--- src/rtl/seven_seg_scanner_if.sv ---
// Display bus between the datapath display register and the seven-segment
// scanner. The master side loads values and controls blanking/enable, the
// slave side (the scanner) drives the board-level segment and digit pins.
interface seven_seg_scanner_if #(
  parameter int DIGITS = 4
);
  logic                  load;
  logic [4*DIGITS-1:0]   value_in;
  logic [DIGITS-1:0]     dp_in;
  logic                  lz_blank;
  logic                  enable;
  logic [6:0]            seg;
  logic                  dp;
  logic [DIGITS-1:0]     digit_sel;
  logic                  pending;
  logic                  frame_done;

  modport master (
    output load, value_in, dp_in, lz_blank, enable,
    input  seg, dp, digit_sel, pending, frame_done
  );

  modport slave (
    input  load, value_in, dp_in, lz_blank, enable,
    output seg, dp, digit_sel, pending, frame_done
  );
endinterface

--- src/rtl/seven_seg_scanner.sv ---
// Time-multiplexed seven-segment scanner. A prescaler divides clk into digit
// slots; one digit is lit per slot. Loaded values wait in a pending register
// and move to the display register only at the frame wrap, so a frame never
// mixes old and new digits. All pin outputs are registered.
module seven_seg_scanner #(
  parameter int DIGITS           = 4,
  parameter int CLK_DIV          = 50000,
  parameter bit SEG_ACTIVE_LOW   = 1'b1,
  parameter bit DIGIT_ACTIVE_LOW = 1'b1
) (
  input  logic clk,
  input  logic rst,
  seven_seg_scanner_if.slave bus
);

  localparam int PCNT_W = (CLK_DIV > 1) ? $clog2(CLK_DIV) : 1;
  localparam int IDX_W  = (DIGITS > 1) ? $clog2(DIGITS) : 1;
  localparam int VAL_W  = 4 * DIGITS;

  localparam logic [PCNT_W-1:0] PCNT_LAST = PCNT_W'(CLK_DIV - 1);
  localparam logic [IDX_W-1:0]  IDX_LAST  = IDX_W'(DIGITS - 1);

  // Inactive levels for each pin group, used in reset and when disabled.
  localparam logic [6:0]        SEG_OFF = SEG_ACTIVE_LOW ? 7'h7F : 7'h00;
  localparam logic              DP_OFF  = SEG_ACTIVE_LOW;
  localparam logic [DIGITS-1:0] SEL_OFF = {DIGITS{DIGIT_ACTIVE_LOW}};

  // Glyph table, active-high, bit0 = a ... bit6 = g.
  function automatic logic [6:0] f_decode(input logic [3:0] nib);
    logic [6:0] pat;
    pat = 7'h00;
    case (nib)
      4'h0: pat = 7'h3F;
      4'h1: pat = 7'h06;
      4'h2: pat = 7'h5B;
      4'h3: pat = 7'h4F;
      4'h4: pat = 7'h66;
      4'h5: pat = 7'h6D;
      4'h6: pat = 7'h7D;
      4'h7: pat = 7'h07;
      4'h8: pat = 7'h7F;
      4'h9: pat = 7'h6F;
      4'hA: pat = 7'h77;
      4'hB: pat = 7'h7C;
      4'hC: pat = 7'h39;
      4'hD: pat = 7'h5E;
      4'hE: pat = 7'h79;
      4'hF: pat = 7'h71;
    endcase
    return pat;
  endfunction

  // Map an active-high segment pattern onto the board polarity.
  function automatic logic [6:0] f_seg_pol(input logic [6:0] pat);
    return SEG_ACTIVE_LOW ? ~pat : pat;
  endfunction

  function automatic logic f_dp_pol(input logic lit);
    return SEG_ACTIVE_LOW ? ~lit : lit;
  endfunction

  function automatic logic [DIGITS-1:0] f_sel_pol(input logic [DIGITS-1:0] onehot);
    return DIGIT_ACTIVE_LOW ? ~onehot : onehot;
  endfunction

  // Scan control state
  logic [PCNT_W-1:0] r_pcnt;
  logic [IDX_W-1:0]  r_idx;
  logic              w_tick;
  logic              w_wrap;

  // Value storage: pending (next frame) and display (current frame)
  logic [VAL_W-1:0]  r_pend_val;
  logic [DIGITS-1:0] r_pend_dp;
  logic              r_pending;
  logic [VAL_W-1:0]  r_disp_val;
  logic [DIGITS-1:0] r_disp_dp;
  logic              r_frame_done;

  // Selected-digit decode (combinational, stage p0)
  logic [3:0]        w_nib_p0;
  logic              w_dp_bit_p0;
  logic              w_blank_p0;
  logic              w_zero_above_p0;
  logic [6:0]        w_pat_p0;
  logic [DIGITS-1:0] w_onehot_p0;

  // Registered pin drivers (stage p1)
  logic [6:0]        r_seg_p1;
  logic              r_dp_p1;
  logic [DIGITS-1:0] r_sel_p1;

  assign w_tick = (r_pcnt == PCNT_LAST);
  assign w_wrap = w_tick && (r_idx == IDX_LAST);

  // Prescaler: one digit slot is exactly CLK_DIV cycles.
  always_ff @(posedge clk) begin
    if (rst) begin
      r_pcnt <= '0;
    end else if (w_tick) begin
      r_pcnt <= '0;
    end else begin
      r_pcnt <= r_pcnt + PCNT_W'(1);
    end
  end

  // Digit index advances once per slot and wraps after the last digit.
  always_ff @(posedge clk) begin
    if (rst) begin
      r_idx <= '0;
    end else if (w_tick) begin
      if (r_idx == IDX_LAST) begin
        r_idx <= '0;
      end else begin
        r_idx <= r_idx + IDX_W'(1);
      end
    end
  end

  // Capture loads into the pending register; move pending to display at the
  // frame wrap. A load on the wrap edge transfers the old pending contents
  // and keeps the flag set for the newly captured value.
  always_ff @(posedge clk) begin
    if (rst) begin
      r_pend_val <= '0;
      r_pend_dp  <= '0;
      r_pending  <= 1'b0;
      r_disp_val <= '0;
      r_disp_dp  <= '0;
    end else begin
      if (w_wrap && r_pending) begin
        r_disp_val <= r_pend_val;
        r_disp_dp  <= r_pend_dp;
      end
      if (bus.load) begin
        r_pend_val <= bus.value_in;
        r_pend_dp  <= bus.dp_in;
        r_pending  <= 1'b1;
      end else if (w_wrap) begin
        r_pending  <= 1'b0;
      end
    end
  end

  // One-cycle pulse in the cycle following each frame wrap.
  always_ff @(posedge clk) begin
    if (rst) begin
      r_frame_done <= 1'b0;
    end else begin
      r_frame_done <= w_wrap;
    end
  end

  // ---- stage p0: pick the selected nibble and decide leading-zero blanking.
  // Walking from the most significant digit down, a digit is blank while
  // every nibble from the top down to it is zero; digit 0 always shows.
  always_comb begin
    w_nib_p0        = 4'h0;
    w_dp_bit_p0     = 1'b0;
    w_blank_p0      = 1'b0;
    w_zero_above_p0 = 1'b1;
    for (int i = DIGITS - 1; i >= 0; i--) begin
      w_zero_above_p0 = w_zero_above_p0 && (r_disp_val[4*i +: 4] == 4'h0);
      if (r_idx == IDX_W'(i)) begin
        w_nib_p0    = r_disp_val[4*i +: 4];
        w_dp_bit_p0 = r_disp_dp[i];
        w_blank_p0  = bus.lz_blank && (i != 0) && w_zero_above_p0;
      end
    end
  end

  assign w_pat_p0    = w_blank_p0 ? 7'h00 : f_decode(w_nib_p0);
  assign w_onehot_p0 = DIGITS'(1) << r_idx;

  // ---- stage p1: register pin drivers; disabled or reset means all inactive.
  always_ff @(posedge clk) begin
    if (rst || !bus.enable) begin
      r_seg_p1 <= SEG_OFF;
      r_dp_p1  <= DP_OFF;
      r_sel_p1 <= SEL_OFF;
    end else begin
      r_seg_p1 <= f_seg_pol(w_pat_p0);
      r_dp_p1  <= f_dp_pol(w_dp_bit_p0);
      r_sel_p1 <= f_sel_pol(w_onehot_p0);
    end
  end

  assign bus.seg        = r_seg_p1;
  assign bus.dp         = r_dp_p1;
  assign bus.digit_sel  = r_sel_p1;
  assign bus.pending    = r_pending;
  assign bus.frame_done = r_frame_done;

endmodule

--- src/flat_wrapper.sv ---
// flat-port wrapper written by rule: the top's interface ports become plain ports
module seven_seg_scanner_flat 
#(
  parameter int DIGITS           = 4,
  parameter int CLK_DIV          = 50000,
  parameter bit SEG_ACTIVE_LOW   = 1'b1,
  parameter bit DIGIT_ACTIVE_LOW = 1'b1
)
  (clk, rst, bus_load, bus_value_in, bus_dp_in, bus_lz_blank, bus_enable, bus_seg, bus_dp, bus_digit_sel, bus_pending, bus_frame_done);
  seven_seg_scanner_if #(.DIGITS(DIGITS)) bus_i ();
  input  logic clk;
  input  logic rst;
  input wire logic [$bits(bus_i.load)-1:0] bus_load;
  input wire logic [$bits(bus_i.value_in)-1:0] bus_value_in;
  input wire logic [$bits(bus_i.dp_in)-1:0] bus_dp_in;
  input wire logic [$bits(bus_i.lz_blank)-1:0] bus_lz_blank;
  input wire logic [$bits(bus_i.enable)-1:0] bus_enable;
  output wire logic [$bits(bus_i.seg)-1:0] bus_seg;
  output wire logic [$bits(bus_i.dp)-1:0] bus_dp;
  output wire logic [$bits(bus_i.digit_sel)-1:0] bus_digit_sel;
  output wire logic [$bits(bus_i.pending)-1:0] bus_pending;
  output wire logic [$bits(bus_i.frame_done)-1:0] bus_frame_done;
  assign bus_i.load = bus_load;
  assign bus_i.value_in = bus_value_in;
  assign bus_i.dp_in = bus_dp_in;
  assign bus_i.lz_blank = bus_lz_blank;
  assign bus_i.enable = bus_enable;
  assign bus_seg = bus_i.seg;
  assign bus_dp = bus_i.dp;
  assign bus_digit_sel = bus_i.digit_sel;
  assign bus_pending = bus_i.pending;
  assign bus_frame_done = bus_i.frame_done;
  seven_seg_scanner #(.DIGITS(DIGITS), .CLK_DIV(CLK_DIV), .SEG_ACTIVE_LOW(SEG_ACTIVE_LOW), .DIGIT_ACTIVE_LOW(DIGIT_ACTIVE_LOW)) u_core (.clk(clk), .rst(rst), .bus(bus_i));
endmodule
--- config.mk ---
export PLATFORM = sky130hd
export DESIGN_NAME = seven_seg_scanner_flat
export DESIGN_NICKNAME = d
export VERILOG_FILES = /design/src/rtl/seven_seg_scanner_if.sv /design/src/rtl/seven_seg_scanner.sv /design/src/flat_wrapper.sv
export SDC_FILE = /design/constraint.sdc
export NUM_CORES = 1
export LEC_CHECK = 0
export ABC_AREA = 0
export CAP_MARGIN = 10
export CELL_PAD_IN_SITES_DETAIL_PLACEMENT = 0
export CELL_PAD_IN_SITES_GLOBAL_PLACEMENT = 1
export CORE_MARGIN = 2
export CORE_UTILIZATION = 42
export CTS_CLUSTER_DIAMETER = 150
export DETAILED_ROUTE_END_ITERATION = 8
export PLACE_DENSITY_LB_ADDON = 0.1
export SLEW_MARGIN = 20
export SYNTH_ARGS = -nofsm -noshare
export SYNTH_HDL_FRONTEND = slang
export SYNTH_SLANG_ARGS = --single-unit
--- constraint.sdc ---
create_clock -name clk -period 3.04 [get_ports clk]
set_clock_uncertainty 0.2 [all_clocks]
set_input_delay 0.608 -clock clk [delete_from_list [all_inputs] [get_ports clk]]
set_output_delay 0.608 -clock clk [all_outputs]
set_load 0.005 [all_outputs]
== Word level (Yosys, flattened, before mapping) ==
Memories as Yosys holds them, arrays and structs flattened.
Index checks and enable logic that the tools add are counted.
Storage, ports and cells
  memories: 1
  output and inout bits: 14
  register bits after elaboration: 72
  bits in read-only memories: 112
Operators by class
  bitwise operators: 3
  shift-type cells: 1
  add/subtract/negate cells: 2
  eq/ne operators: 4
  mux-type cells: 16
  reductions and logical operators: 15
Memories
  (no name shown): words 16, bits a word 7, rd ports 1, clocked after Yosys merged registers in 0, write ports 0, RTL line seven_seg_scanner.sv:32  | case (nib)
Operators by type and width (number)
  adder 16 x 1 -> 16 bit, second input constant: 1
  equality test 16 bit, second input constant: 1
  2-to-1 mux 4 bit: 4
  zero test 4 bit: 3
  2-to-1 mux 1 bit: 10
  logical AND 1 bit: 7
  2-to-1 mux 7 bit: 1
  inverter 7 bit: 1
  equality test 2 bit, second input constant: 2
  inverter 4 bit: 1
  left shift 1 x 2 -> 4 bit, first input constant: 1
  adder 2 x 1 -> 2 bit, second input constant: 1
  equality test 2 x 1 -> 1 bit, second input constant: 1
  zero test 2 bit: 1
  2-to-1 mux 2 bit: 1
  nonzero test 2 bit: 1
  OR reduction 2 bit: 1
  zero test 1 bit: 1
  logical OR 1 bit: 1
  inverter 1 bit: 1

== Logic depth before layout (Yosys ltp) ==
  depth in word-level cells: 8
  gate-level depth with buffers: 11
  gate-level depth less buffers: 10

== Worst setup path before layout ==
No wires, ideal clock.
  path type: register to register
  start: reg u_core.r_idx[0]
  end: reg u_core.r_seg_p1[3] (netlist: u_core.bus.seg[3])
  path buffers: 1
  data arrival time: 2.100 ns
  path slack: 0.619 ns
  stages on the path, launching flop included: 11
  clock period less this slack: 2.421 ns
  setup time: 0.121 ns
  cell sequence: dfxtp_1 > inv_1 > ha_1 > clkbuf_1 > nand3b_1 > a31oi_1 > inv_1 > ha_1 > mux2i_1 > a22o_1 > nand2_1
Between the ends
  longest elaborated chain between the ends: 8
  elaborated cells on any way between the ends: 15
  those cells by class: eq/ne: 3; mux: 9; bitwise: 1; reduce/logical: 1; memory: 1
Ends and longest elaborated chain
  from (decl): RTL line seven_seg_scanner.sv:68  | logic [IDX_W-1:0] r_idx;
  from (signal assigned): RTL line seven_seg_scanner.sv:115  | r_idx <= r_idx + IDX_W'(1);
  equality test 2 bit: RTL line seven_seg_scanner.sv:164  | if (r_idx == IDX_W'(i)) begin
  2-to-1 mux 4 bit (4 in a row): RTL line seven_seg_scanner.sv:164
  memory read (16 x 7 bit)
  2-to-1 mux 7 bit *: RTL line seven_seg_scanner.sv:172  | assign w_pat_p0 = w_blank_p0 ? 7'h00 : f_decode(w_nib_p0);
  inverter 7 bit *: RTL line seven_seg_scanner.sv:55  | return SEG_ACTIVE_LOW ? ~pat : pat;
  to (signal assigned): RTL line seven_seg_scanner.sv:182  | r_seg_p1 <= f_seg_pol(w_pat_p0);
  to (decl): RTL line seven_seg_scanner.sv:89  | logic [6:0] r_seg_p1;
Mark *: on every way between the ends. The rest lies on a longest branch, timed or not.
A chain may end at the register's enable or synchronous reset.

== Final worst setup path ==
Ends and elaborated chain as after synthesis.

==> flow_summary.ini <==
[place]
place_congestion = 0.7951
hpwlAfterDp_um = 4204
io_buffers = 38
placed_area_um2 = 3667
dp_slack_ns = 0.4150

[route]
drtPass1Iterations = 4
viasPerCell = 4.831
dr.first_iter.drc_count = 104
detail-route-antenna-nets = 0
num_vias = 2348
wl_per_cell_um = 12.54
route.detailed.drc = 0
wl_um = 6093

[finish]
insertedDiodeCount = 0
area_growth_pct = 19.50
mostFrequentLayoutCells = 72 x dfxtp_1, 45 x nor2_1, 40 x nand2_2, 37 x clkdlybuf4s50_1
finalNetCount = 418
nFillCells = 720
layout_commonest_cell = dfxtp_1
final_area_um2 = 3864
multi_input_area_um2 = 1655
seqCellArea_um2 = 1441
drive_gt1_share_pct = 22.22

[setup_path]
cp-start-kind = register
required_ns = 3.06
cp-end-kind = register
worstSetupPathType = reg2reg
worstPathMaxFanout = 12
arrival_ns = 2.67

[sta]
slew_headroom_pct = 60.76
tightest_slew_ns = 0.5858
final.setup.tns_ns = 0
fin_crit_sh_pct = 86.96
rsz0062_at_grt = no
fmax_ghz = 0.3783
setup_ws_ns = 0.3964
finalHoldViolCount = 0
slew_viol_final = 0
fin_crit_ns = 2.644
whs_ns = 0.2455
final-setup-viol-count = 0

[clock_tree]
tritoncts = done
cts.sinks = 72
post_cts_buffers = 0
clk_pin_slew_ns = 0.08
clk_latency_ns = 0.34
hold_buffers = 0
clk_root_buffer_cell = clkbuf_8
cts_max_path_buffers = 2
cts_buffers = 9
cts_resized = 0
h-tree-depth = 3

[yosys]
synth-seq-area-share_pct = 44.58
async_flop_share_pct = 0
syn_inst = 346
yosys_warnings = 0
synth_top_area_share_pct = 44.58
synth_area_leaders = dfxtp_1 45%, mux2i_1 7.7%, nand2_2 7.7%
syn_avg_cell_area_um2 = 9.344
syn-num-nets = 382
yosysTopAreaCell = dfxtp_1
synth_edf_count = 0
synth.distinct_cells = 41
syn_area_um2 = 3233
ys_seq_elements = 72
synth-main-ff-cell = dfxtp_1

[floorplan]
std_cell_rows = 31
die_x_um = 91.74
fp.dieArea_um2 = 8415
initial_core_util_pct = 43.87
core_area_um2 = 7370
fp.dieH_um = 91.74
ios = 39

[grt]
grt_usage_pct = 15.36
grt_max_degree = 46
gr-usage-met3_pct = 3.369
met1_usage_pct = 22.85
antenna_found_initial = 0
top_usage_layer = met1
grt_pass1_vias = 2163
met2_usage_pct = 20.89
grt_pass1_wl_um = 10400
overflow = 0

[power_and_ir_drop]
p_per_area_nw_per_um2 = 474.8
leakage_nw = 1.405
p_total_mw = 1.834
ir_drop_mv = 0.2468

[run_status]
outcome = finished, final reports clean

[hold_path]
holdCritPathClass = reg2reg

[flow_run]
drv_cap = 0
-- layout make-up --
| class | instances | share of cell area [%] |
|---|---|---|
| inverters | 9 | 0.8744 |
| multi-input cells | 247 | 42.84 |
| clock inverters | 6 | 1.522 |
| well taps | 99 | 3.206 |
| clock buffers | 10 | 3.562 |
| flip-flops and latches | 72 | 37.31 |
| repair buffers | 43 | 10.69 |
-- worst paths after layout --
kind / from / endpoint / slack (ns) / cells after the start
max: u_core.r_idx[0] / u_core.bus.seg[3] / 0.40 / 9
min reg2reg: u_core.r_pcnt[0] / u_core.r_pcnt[0] / 0.25 / 1
min: u_core.r_pcnt[0] / u_core.r_pcnt[0] / 0.25 / 1
max reg2reg: u_core.r_idx[0] / u_core.bus.seg[3] / 0.40 / 9
-- registers in the layout (all words and copies together), names as in the netlist --
name / flops
u_core.bus.digit_sel: 4
u_core.bus.dp: 1
u_core.bus.frame_done: 1
u_core.bus.pending: 1
u_core.bus.seg: 7
u_core.r_disp_dp: 4
u_core.r_disp_val: 16
u_core.r_idx: 2
u_core.r_pcnt: 16
u_core.r_pend_dp: 4
u_core.r_pend_val: 16
-- kinds of logic (layout without fill, tap and decap cells) --
group | count (synthesis) | count (layout) | synth area share [%]
multiplexers | 25 | 25 | 7.740
buffers and inverters | 27 | 68 | 4.218
AND/OR/NAND/NOR | 151 | 151 | 24.77
AO/OA/AOI/OAI | 47 | 47 | 10.91
XOR/XNOR | 13 | 13 | 3.522
flip-flops | 72 | 72 | 44.58
adder cells (fa/ha/maj) | 11 | 11 | 4.257
-- Yosys cell counts (all sizes together), types with 8 or more instances --
cell and number:
nand2 65, dfxtp 72, nor2 46, mux2i 25
inv 9, xnor2 8, ha 11, buf 13
a21oi 31
-- power by group --
| part | leakage [nW] | switching [mW] | internal (mW) | total [mW] |
|---|---|---|---|---|
| Clock | 0.106 | 0.352 | 0.397 | 0.749 |
| Combinational | 0.712 | 0.0431 | 0.0598 | 0.103 |
| Sequential | 0.587 | 0.0148 | 0.968 | 0.983 |
-- per-stage QoR --
step	utilization, %	std cells
4_1_cts	52.43	486
6_report	52.43	486
2_1_floorplan	-	346
3_5_place_dp	49.76	470
3_3_place_gp	49.76	470
5_1_grt	52.43	486
-- critical path, stage by stage (launching register included) --
cell and delay [ns]:
dfxtp_1 0.39, inv_1 0.08, ha_1 0.32, nand3b_1 0.20, a31oi_1 0.47, inv_1 0.20
ha_1 0.35, mux2i_1 0.14, a22o_1 0.14, nand2_1 0.04
-- layer usage --
metal | part of all wire (%) | vias up | wire, um
li1 | - | 1242 | -
met1 | 54 | 1060 | 3303
met2 | 41 | 42 | 2495
met3 | 4.0 | 4 | 242
met4 | 0.85 | 0 | 52
met5 | 0 | - | 0
Note: power is estimated with default switching activity, not from simulation.
